`src/rtl/floating_point_ln.sv`:
```
// -----------------------------------------------------------------------------
// floating_point_ln
//
// Sequential natural logarithm of an IEEE-754 single-precision operand.
// The result is a signed Q8.24 fixed-point value. This is the inverse of the
// exp stage in the NN datapath.
//
// Method: shift-and-add multiplicative normalisation.
//   x = 2^e * m, with m in [1,2).
//   M starts at m. At each step k = 1..ITER it is multiplied by (1 + 2^-k)
//   whenever the product stays below 2.0. The matching ln(1 + 2^-k) terms are
//   summed into ACC. When the loop ends, M is very close to 2, so
//   ln(m) ~= ln2 - ACC and ln(x) = e*ln2 + (ln2 - ACC).
//
// Ports
//   clk        in   1   rising-edge clock
//   rst_n      in   1   asynchronous, active-low reset
//   in_valid   in   1   operand x is valid
//   in_ready   out  1   block can accept an operand (high only when idle)
//   x          in   32  IEEE-754 single operand
//   out_valid  out  1   res and flags valid; held until out_ready
//   out_ready  in   1   consumer accepts the result
//   res        out  32  ln(x), signed Q8.24 two's complement
//   err_nan    out  1   x negative (not -0), NaN or -inf
//   err_zero   out  1   x is +/-0 or subnormal
// -----------------------------------------------------------------------------
module floating_point_ln #(
  parameter int ITER = 24
) (
  input  logic        clk,
  input  logic        rst_n,
  input  logic        in_valid,
  output logic        in_ready,
  input  logic [31:0] x,
  output logic        out_valid,
  input  logic        out_ready,
  output logic [31:0] res,
  output logic        err_nan,
  output logic        err_zero
);

  localparam logic [1:0] S_IDLE = 2'd0;
  localparam logic [1:0] S_CALC = 2'd1;
  localparam logic [1:0] S_FIN  = 2'd2;
  localparam logic [1:0] S_DONE = 2'd3;

  localparam logic [4:0]        LAST_K = 5'(ITER);
  localparam logic signed [31:0] LN2   = 32'sh00B17218;

  // round(ln(1 + 2^-k) * 2^24). For k >= 13 this is exactly 2^(24-k).
  function automatic logic [23:0] lutLn(input logic [4:0] k);
    logic [23:0] v;
    case (k)
      5'd1:    v = 24'd6802576;
      5'd2:    v = 24'd3743728;
      5'd3:    v = 24'd1976071;
      5'd4:    v = 24'd1017112;
      5'd5:    v = 24'd516263;
      5'd6:    v = 24'd260117;
      5'd7:    v = 24'd130563;
      5'd8:    v = 24'd65408;
      5'd9:    v = 24'd32736;
      5'd10:   v = 24'd16376;
      5'd11:   v = 24'd8190;
      5'd12:   v = 24'd4096;
      5'd13:   v = 24'd2048;
      5'd14:   v = 24'd1024;
      5'd15:   v = 24'd512;
      5'd16:   v = 24'd256;
      5'd17:   v = 24'd128;
      5'd18:   v = 24'd64;
      5'd19:   v = 24'd32;
      5'd20:   v = 24'd16;
      5'd21:   v = 24'd8;
      5'd22:   v = 24'd4;
      5'd23:   v = 24'd2;
      5'd24:   v = 24'd1;
      default: v = 24'd0;
    endcase
    return v;
  endfunction

  logic [1:0]         state_q, state_d;
  logic [29:0]        m_q, m_d;        // unsigned Q2.28 normalised mantissa
  logic [24:0]        acc_q, acc_d;    // sum of accepted LUT terms, Q1.24
  logic [4:0]         k_q, k_d;
  logic signed [7:0]  e_q, e_d;        // unbiased exponent
  logic [31:0]        res_q, res_d;
  logic               errNan_q, errNan_d;
  logic               errZero_q, errZero_d;

  // Trial product M*(1+2^-k). M < 2, so the sum is below 4 and fits Q2.28;
  // bit 29 set means the trial reached 2.0 or more and must be rejected.
  logic [29:0]        tSum;
  logic signed [31:0] eExt, eProd, lnMant, finRes;

  assign tSum   = m_q + (m_q >> k_q);
  assign eExt   = {{24{e_q[7]}}, e_q};
  assign eProd  = eExt * LN2;
  assign lnMant = LN2 - $signed({7'd0, acc_q});
  assign finRes = eProd + lnMant;

  // Operand field decode used when an operand is accepted.
  logic [7:0]  xExp;
  logic [22:0] xFrac;
  logic        xSign;

  assign xSign = x[31];
  assign xExp  = x[30:23];
  assign xFrac = x[22:0];

  // Next-state logic. Special operands skip the iteration and go straight to
  // DONE. Normal operands run ITER CALC steps, then one FIN step.
  always_comb begin
    state_d   = state_q;
    m_d       = m_q;
    acc_d     = acc_q;
    k_d       = k_q;
    e_d       = e_q;
    res_d     = res_q;
    errNan_d  = errNan_q;
    errZero_d = errZero_q;

    case (state_q)
      S_IDLE: begin
        if (in_valid) begin
          m_d   = {2'b01, xFrac, 5'd0};
          e_d   = 8'(xExp - 8'd127);
          acc_d = '0;
          k_d   = 5'd1;
          if (xExp == 8'd0) begin
            res_d     = 32'h8000_0000;
            errZero_d = 1'b1;
            state_d   = S_DONE;
          end else if (xSign || (xExp == 8'hFF && xFrac != 23'd0)) begin
            res_d    = 32'h8000_0000;
            errNan_d = 1'b1;
            state_d  = S_DONE;
          end else if (xExp == 8'hFF) begin
            res_d   = 32'h7FFF_FFFF;
            state_d = S_DONE;
          end else begin
            state_d = S_CALC;
          end
        end
      end

      S_CALC: begin
        if (!tSum[29]) begin
          m_d   = tSum;
          acc_d = acc_q + {1'b0, lutLn(k_q)};
        end
        k_d = k_q + 5'd1;
        if (k_q == LAST_K) begin
          state_d = S_FIN;
        end
      end

      S_FIN: begin
        // |ln x| < 89 for every normal operand, so no saturation is needed.
        res_d   = finRes;
        state_d = S_DONE;
      end

      S_DONE: begin
        if (out_ready) begin
          errNan_d  = 1'b0;
          errZero_d = 1'b0;
          state_d   = S_IDLE;
        end
      end

      default: state_d = S_IDLE;
    endcase
  end

  // State registers. Reset aborts any operation in flight without emitting it.
  always_ff @(posedge clk or negedge rst_n) begin
    if (!rst_n) begin
      state_q   <= S_IDLE;
      m_q       <= '0;
      acc_q     <= '0;
      k_q       <= '0;
      e_q       <= '0;
      res_q     <= '0;
      errNan_q  <= 1'b0;
      errZero_q <= 1'b0;
    end else begin
      state_q   <= state_d;
      m_q       <= m_d;
      acc_q     <= acc_d;
      k_q       <= k_d;
      e_q       <= e_d;
      res_q     <= res_d;
      errNan_q  <= errNan_d;
      errZero_q <= errZero_d;
    end
  end

  assign in_ready  = (state_q == S_IDLE);
  assign out_valid = (state_q == S_DONE);
  assign res       = res_q;
  assign err_nan   = errNan_q;
  assign err_zero  = errZero_q;

endmodule
```
`config.mk`:
```
export PLATFORM = sky130hd
export DESIGN_NAME = floating_point_ln
export DESIGN_NICKNAME = d
export VERILOG_FILES = /design/src/rtl/floating_point_ln.sv
export SDC_FILE = /design/constraint.sdc
export NUM_CORES = 1
export LEC_CHECK = 0
export ABC_AREA = 1
export CAP_MARGIN = 25
export CORE_UTILIZATION = 45
export CTS_CLUSTER_SIZE = 12
export DETAILED_ROUTE_END_ITERATION = 16
export HOLD_SLACK_MARGIN = 0.03
export PLACE_DENSITY = 0.65
export SYNTH_ARGS = -nofsm -noshare
export SYNTH_HDL_FRONTEND = slang
export SYNTH_SLANG_ARGS = --single-unit
```
`constraint.sdc`:
```
create_clock -name clk -period 15.8 [get_ports clk]
set_input_delay 3.16 -clock clk [delete_from_list [all_inputs] [get_ports clk]]
set_output_delay 3.16 -clock clk [all_outputs]
set_load 0.03 [all_outputs]
```
==> summary.md, run 1 <==
| Metric | Value |
|---|---|
| Status | finished, final reports clean |
| DRC violations left | 0 |
| Synth Instances | around 2200 |
| Post-CTS sizing | 0 |
| R2R Path End | res[31] |
| Iteration-0 DRC Markers | between 1000 and 1500 |
| Seq cells post-synth | around 100 |
| Root Buffer | clkbuf_16 |
| Max-slew headroom | a little over a third |
| CP max FO | 11 |
| R2r worst-path depth | 27 |
| Vias | 14900 |
| Wirelength per Cell | 17.2 um |
| Crit. End Element | flop |
| Initial Util | between 40% and 50% |
| Worst Setup Start Kind | flop |
| Initial antenna violation count | 0 |
| CORE AREA | 31600 um^2 |
| FP Rows | 65 |
| First-pass GRT wire length | around 74000 um |
| Worst hold path cell count | 2 |
| Seq/Total Area, Yosys | around 18% |
| Layout Nets | 2477 |
| Layout cells sized above 1 | 4.99% |
| Final Max Slew Viols | 0 |
| Synth warn | 0 |
| Max Root-Sink Buffers | 2 |
| Post-DP HPWL | about 37000 um |
| Syn_area_per_cell | around 6.6 um^2 |
| Post-synthesis net count | 2440 |
| Total congestion overflow | 0 |
| Die area | between 30000 and 40000 um^2 |
| R2r startpoint | e_q[7] |
| Cell taking the most area after synthesis | dfrtp_1 |
| CTS tree | done |
| HP Start | res[31] |
| GPL Wtd Cong | roughly 1 |
| Clock Latency Late Sink | approximately 0.38 ns |
| TritonCTS Sinks | a little over 100 |
| Io pins | 72 |
| Antenna Nets Post-Route | 0 |
| Critical path start-end classification | flop to flop |
| I/O Buffers | 71 |
| Worst Path Required | roughly 16 ns |
| CP most frequent cell | nand2_1 |
| Drt via density | about 5.6 |
| Synthesized cell area | 14500 um^2 |
| Fin crit share | a little under two fifths |
| RSZ-0062 raised after global routing | false |
| Max incr delay on CP | between 0.6 and 0.7 ns |
| Hold EP | res[31] |
| Finished Core Util | about half |
| Max cap viols | 0 |
| Fmax | 165 MHz |
| Gr usage total | roughly 28% |
| H-tree depth | 3 |
| Cts-stage hold buffer count | 0 |
| Yosys top cell area share | 17.8% |
| Total wire length | between 40000 and 50000 um |
| Crit path DAT | around 6.3 ns |
| Clock Pin Slew Worst Setup and Hold Paths | 0.08 ns |
| Number of synthesized flops with an enable pin | 0 |
| Setup TNS | 0 ns |
| Hold Vio Cnt, Final | 0 |
| R2R setup slack | around 10 ns |
| Synth async-reset ratio | 100% |
| Die X | 181 um |
| Yosys cell types | 64 |
| Largest net degree at the start of global routing | a little under 70 |
| HP Class | flop to flop |
| Minimum clock period | between 6 and 7 ns |
| Final Non-Filler Cells | ~2600 |
| CP max stage cell | fa_1 |
| Clock skew | around 0.011 ns |
| Setup violators final | 0 |
| Filler cells | 3249 |
| Die Ht | 181 um |
| Vias in the first global route | 14100 |
| Slew @ Worst Pin | around 0.96 ns |
| First-pass DRT Iterations | 6 |
| TritonCTS buffer count | 9 |
| Layout area overhead | 9.07% |
| Inst Count DP | around 2600 |
| Setup repair bufs after CTS | 0 |
| Most used DFF post-synth | dfrtp_1 |
| Top cells by area, synth | dfrtp_1 18%, ha_1 15%, nand2_1 14% |
| Count of inserted antenna diode cells | 0 |
==> state kept, by name, indices dropped and copies added (netlist names) <==
| name | flops |
|---|---|
| err_nan | 1 |
| e_q | 8 |
| k_q | 5 |
| m_q | 29 |
| state_q | 2 |
| acc_q | 25 |
| err_zero | 1 |
| res | 32 |
==> worst max-delay path, delay by kind of cell (launching register included) <==
family | cells | cell delay [ns]
fa+ha+maj | 6 | 2.91
simple gates | 12 | 1.35
compound gates | 4 | 0.76
flops | 1 | 0.58
buf+inv | 4 | 0.25
xor+xnor | 1 | 0.11
==> cells in the mapped netlist, drive strengths merged, types with 2 or more instances <==
cell type / count
nand2: 572
inv: 274
nor2: 237
a21oi: 179
o21ai: 174
ha: 172
nand3: 139
dfrtp: 103
xor2: 49
buf: 31
fa: 31
xnor2: 31
o22ai: 28
nand4: 27
clkbuf: 21
nor3: 17
nor4: 14
or2: 13
o211ai: 12
o21bai: 11
a21o: 10
a31oi: 9
o221ai: 7
a21boi: 6
and2: 5
mux2i: 5
nand3b: 4
a22oi: 3
o31ai: 3
clkinv: 2
==> layout by cell type (no fill, tap or decap), types with 6 or more instances in the layout <==
master / instances
xnor2_1: 31
nand3_2: 19
nand2_1: 545
o21bai_1: 11
o221ai_1: 7
o22ai_2: 10
a21oi_1: 177
clkbuf_16: 9
o22ai_1: 18
a31oi_1: 9
a21boi_0: 6
nor4_1: 14
inv_1: 267
nand3_1: 120
o21ai_2: 8
ha_1: 172
xor2_1: 49
o211ai_1: 12
nand2_2: 25
fa_1: 31
nand4_1: 26
o21ai_1: 11
buf_4: 7
inv_2: 6
o21ai_0: 155
nor3_1: 17
a21o_1: 10
nor2_1: 232
or2_2: 7
dfrtp_1: 103
clkdlybuf4s50_1: 70
==> kinds of logic after synthesis <==
| group | count (synthesis) | synth area share [%] |
|---|---|---|
| AO/OA/AOI/OAI | 452 | 17.9 |
| XOR/XNOR | 80 | 4.84 |
| adder cells (fa/ha/maj) | 203 | 19.2 |
| buffers and inverters | 328 | 9.23 |
| flip-flops | 103 | 17.8 |
| multiplexers | 5 | 0.346 |
| AND/OR/NAND/NOR | 1030 | 30.7 |
==> layout make-up <==
| class | count | area [um^2] | area share [%] |
|---|---|---|---|
| inverters | 276 | 1040 | 6.61 |
| repair buffers | 78 | 781 | 4.95 |
| clock buffers | 9 | 225 | 1.43 |
| multi-input cells | 1770 | 10600 | 66.9 |
| flip-flops and latches | 103 | 2580 | 16.3 |
| well taps | 402 | 503 | 3.19 |
| clock inverters | 7 | 96.3 | 0.610 |
==> worst max path at each step <==
stage	start	endpoint	slack, ns
floorplan	e_q[6]	res[31]	10.49
global route	e_q[6]	res[31]	9.15
CTS	e_q[7]	res[31]	9.71
detailed placement	in_valid	acc_q[20]	9.42
global placement	in_valid	acc_q[20]	9.52
finish	e_q[7]	res[31]	9.75
==> metrics by stage <==
stage / cell area (um^2) / hold WS, ns / worst slack (ns)
6_report: 15800 / 0.501 / 9.75
5_1_grt: 15800 / 0.524 / 9.15
4_1_cts: 15800 / 0.511 / 9.71
3_5_place_dp: 15400 / 0.492 / 9.42
3_3_place_gp: 15400 / 0.492 / 9.52
2_1_floorplan: 14500 / 0.464 / 10.49
==> layer usage <==
layer / global-route usage (%) / share of wire, % / vias up
li1: - / - / 7376
met1: 39.6 / 47 / 6938
met2: 45.1 / 45 / 519
met3: 2.78 / 6.0 / 73
met4: 8.68 / 2.7 / 0
met5: 0 / 0 / -
Power of run 1 is not shown: default switching activity piles up to over one toggle a cycle in this logic, so the estimate is an artifact.
==> run 2: changes to the inputs <==
Settings changed: PLACE_DENSITY 0.65 to 0.67.
Clock period 15.8 ns to 5.3 ns, I/O delays scaled along.
==> run 2 against run 1 <==
  * Global-route usage up 1.4 points
  * First-iteration DRC count shrank 17%
  * Via count up 1.4%
  * Setup slack worse by 9.7 ns
  * Critical endpoint unchanged
==> summary.md, run 2 (synthesized netlist as in run 1, its figures left out) <==
| Metric | Value |
|---|---|
| Minimum clock period | 5.26 ns (was 6.05 ns) |
| Wirelength per Cell | 17.4 um (was 17.2 um) |
| Largest net degree at the start of global routing | 40 (was 69) |
| First-pass DRT Iterations | 6 (unchanged) |
| Fin crit share | 99.2% (was 38.3%) |
| CP max stage cell | fa_1 (unchanged) |
| Io pins | 72 (unchanged) |
| Post-DP HPWL | 38800 um (was 37000 um) |
| Die Ht | 181 um (unchanged) |
| Clock Pin Slew Worst Setup and Hold Paths | 0.09 ns (was 0.08 ns) |
| Clock Latency Late Sink | 0.40 ns (was 0.38 ns) |
| Critical path start-end classification | flop to flop (unchanged) |
| TritonCTS buffer count | 9 (unchanged) |
| TritonCTS Sinks | 103 (unchanged) |
| Worst Setup Start Kind | flop (unchanged) |
| Filler cells | 3228 (was 3249) |
| Antenna Nets Post-Route | 0 (unchanged) |
| CTS tree | done (unchanged) |
| Total congestion overflow | 0 (unchanged) |
| Setup violators final | 0 (unchanged) |
| Iteration-0 DRC Markers | 1088 (was 1305) |
| Die X | 181 um (unchanged) |
| Total wire length | 47500 um (was 45600 um) |
| Layout cells sized above 1 | 11.8% (was 4.99%) |
| Max cap viols | 0 (unchanged) |
| GPL Wtd Cong | 0.943 (was 1.01) |
| Crit path DAT | 5.60 ns (was 6.32 ns) |
| Slew @ Worst Pin | 0.577 ns (was 0.956 ns) |
| Final Max Slew Viols | 0 (unchanged) |
| Hold Vio Cnt, Final | 0 (unchanged) |
| Layout Nets | 2558 (was 2477) |
| RSZ-0062 raised after global routing | true (was false) |
| Vias | 15100 (was 14900) |
| Crit. End Element | flop (unchanged) |
| Max-slew headroom | 61.4% (was 36.2%) |
| DRC violations left | 0 (unchanged) |
| Layout area overhead | 16.0% (was 9.07%) |
| Root Buffer | clkbuf_16 (unchanged) |
| First-pass GRT wire length | 77000 um (was 73500 um) |
| Die area | 32900 um^2 (unchanged) |
| FP Rows | 65 (unchanged) |
| Clock skew | 0.0124 ns (was 0.0105 ns) |
| HP Class | flop to flop (unchanged) |
| Drt via density | 5.55 (was 5.64) |
| Commonest non-fill, non-tap cell in the layout | nand2_1 (unchanged) |
| Setup TNS | 0 ns (unchanged) |
| Fmax | 190 MHz (was 165 MHz) |
| Status | finished, final reports clean (unchanged) |
| Max incr delay on CP | 0.56 ns (was 0.61 ns) |
| Gr usage total | 29.5% (was 28.1%) |
| Count of inserted antenna diode cells | 0 (unchanged) |
| CORE AREA | 31600 um^2 (unchanged) |
| Initial Util | 45.7% (unchanged) |
| I/O Buffers | 71 (unchanged) |
| Worst Path Required | 5.64 ns (was 16.07 ns) |
| Max FFs per register | 32 (unchanged) |
| Max Root-Sink Buffers | 2 (unchanged) |
| Vias in the first global route | 15000 (was 14100) |
| CP max FO | 4 (was 11) |
| H-tree depth | 3 (unchanged) |
| Initial antenna violation count | 0 (unchanged) |
| Most frequent cells in the layout | 533 x nand2_1, 262 x inv_1, 219 x nor2_1, 161 x a21oi_1, 160 x ha_1 (was 545 x nand2_1, 267 x inv_1, 232 x nor2_1, 177 x a21oi_1, 172 x ha_1) |
[run 2: cell count changes in the layout (fill, tap and decap cells not counted), sizes merged]
| cell | change |
|---|---|
| buf | +81 |
| inv | -1 |
| bufinv | -1 |
| clkinv | -1 |
| clkinvlp | +3 |
[run 2: repair_timing]
item | 4_1_cts | 5_1_grt
setup buffers | 4 | 7
gates resized for setup | 22 | 89
pin swaps | 9 | 45
endpoints found under the setup margin | 12 | 14
hold buffers | 0 | 0
hold endpoints to repair | 0 | 0
[run 2: final timing paths]
kind                       slack (ns)  startpoint  cells past startpoint        to
setup / recovery                 0.04      e_q[7]                     28   res[31]
hold / removal                   0.52      res[4]                      1    res[4]
setup reg to reg                 0.04      e_q[7]                     28   res[31]
hold reg to reg                  0.52      res[4]                      1    res[4]
max in group asynchronous        3.77       rst_n                      2    e_q[2]
min in group asynchronous        0.62       rst_n                      1  acc_q[6]
[run 2: routing by layer]
layer / wire length (um) / track usage [%] / share of wire (%) / vias to the layer above
met1: 21900 / 39.5 / 46 / 7035
met5: 0 / 0 / 0 / -
met4: 1420 / 9.12 / 3.0 / 0
met2: 21700 / 48.9 / 46 / 453
li1: - / - / - / 7535
met3: 2500 / 4.35 / 5.3 / 95
[run 2: cell type report]
| type | instances | area, um^2 | area share [%] |
|---|---|---|---|
| Multi-Input combinational cell | 1770 | 11000 | 65.4 |
| Sequential cell | 103 | 2580 | 15.4 |
| Timing Repair Buffer | 159 | 1380 | 8.24 |
| Inverter | 276 | 1040 | 6.22 |
| Tap cell | 402 | 503 | 3.00 |
| Clock buffer | 9 | 225 | 1.34 |
| Clock inverter | 7 | 63.8 | 0.380 |
[run 2: critical path, delay by kind of cell (launching register included)]
family | cells | cell delay (ns)
fa+ha+maj | 6 | 2.62
simple gates | 11 | 0.85
compound gates | 4 | 0.58
buf+inv | 6 | 0.56
flops | 1 | 0.40
xor+xnor | 1 | 0.21
[run 2: per-stage QoR]
stage	cell area, um^2	hold slack [ns]	cells	setup WS [ns]	util (%)
final	16800	0.518	2726	0.0403	53.1
after CTS	16400	0.525	2719	0.0114	51.8
after detailed placement	16000	0.505	2699	-0.234	50.5
after floorplan	14500	0.464	2201	0.0173	-
after global routing	16800	0.549	2726	-0.243	53.1
after global placement	16000	0.486	2699	-0.129	50.5
Power of run 2 is left out for the same reason.
==> run 3: changes to the inputs <==
Settings changed: HOLD_SLACK_MARGIN 0.03 to 0.12.
==> results of run 3 <==
No change in the layout: final DEF, timing and power equal those of run 2.
Power of run 3 is left out for the same reason.
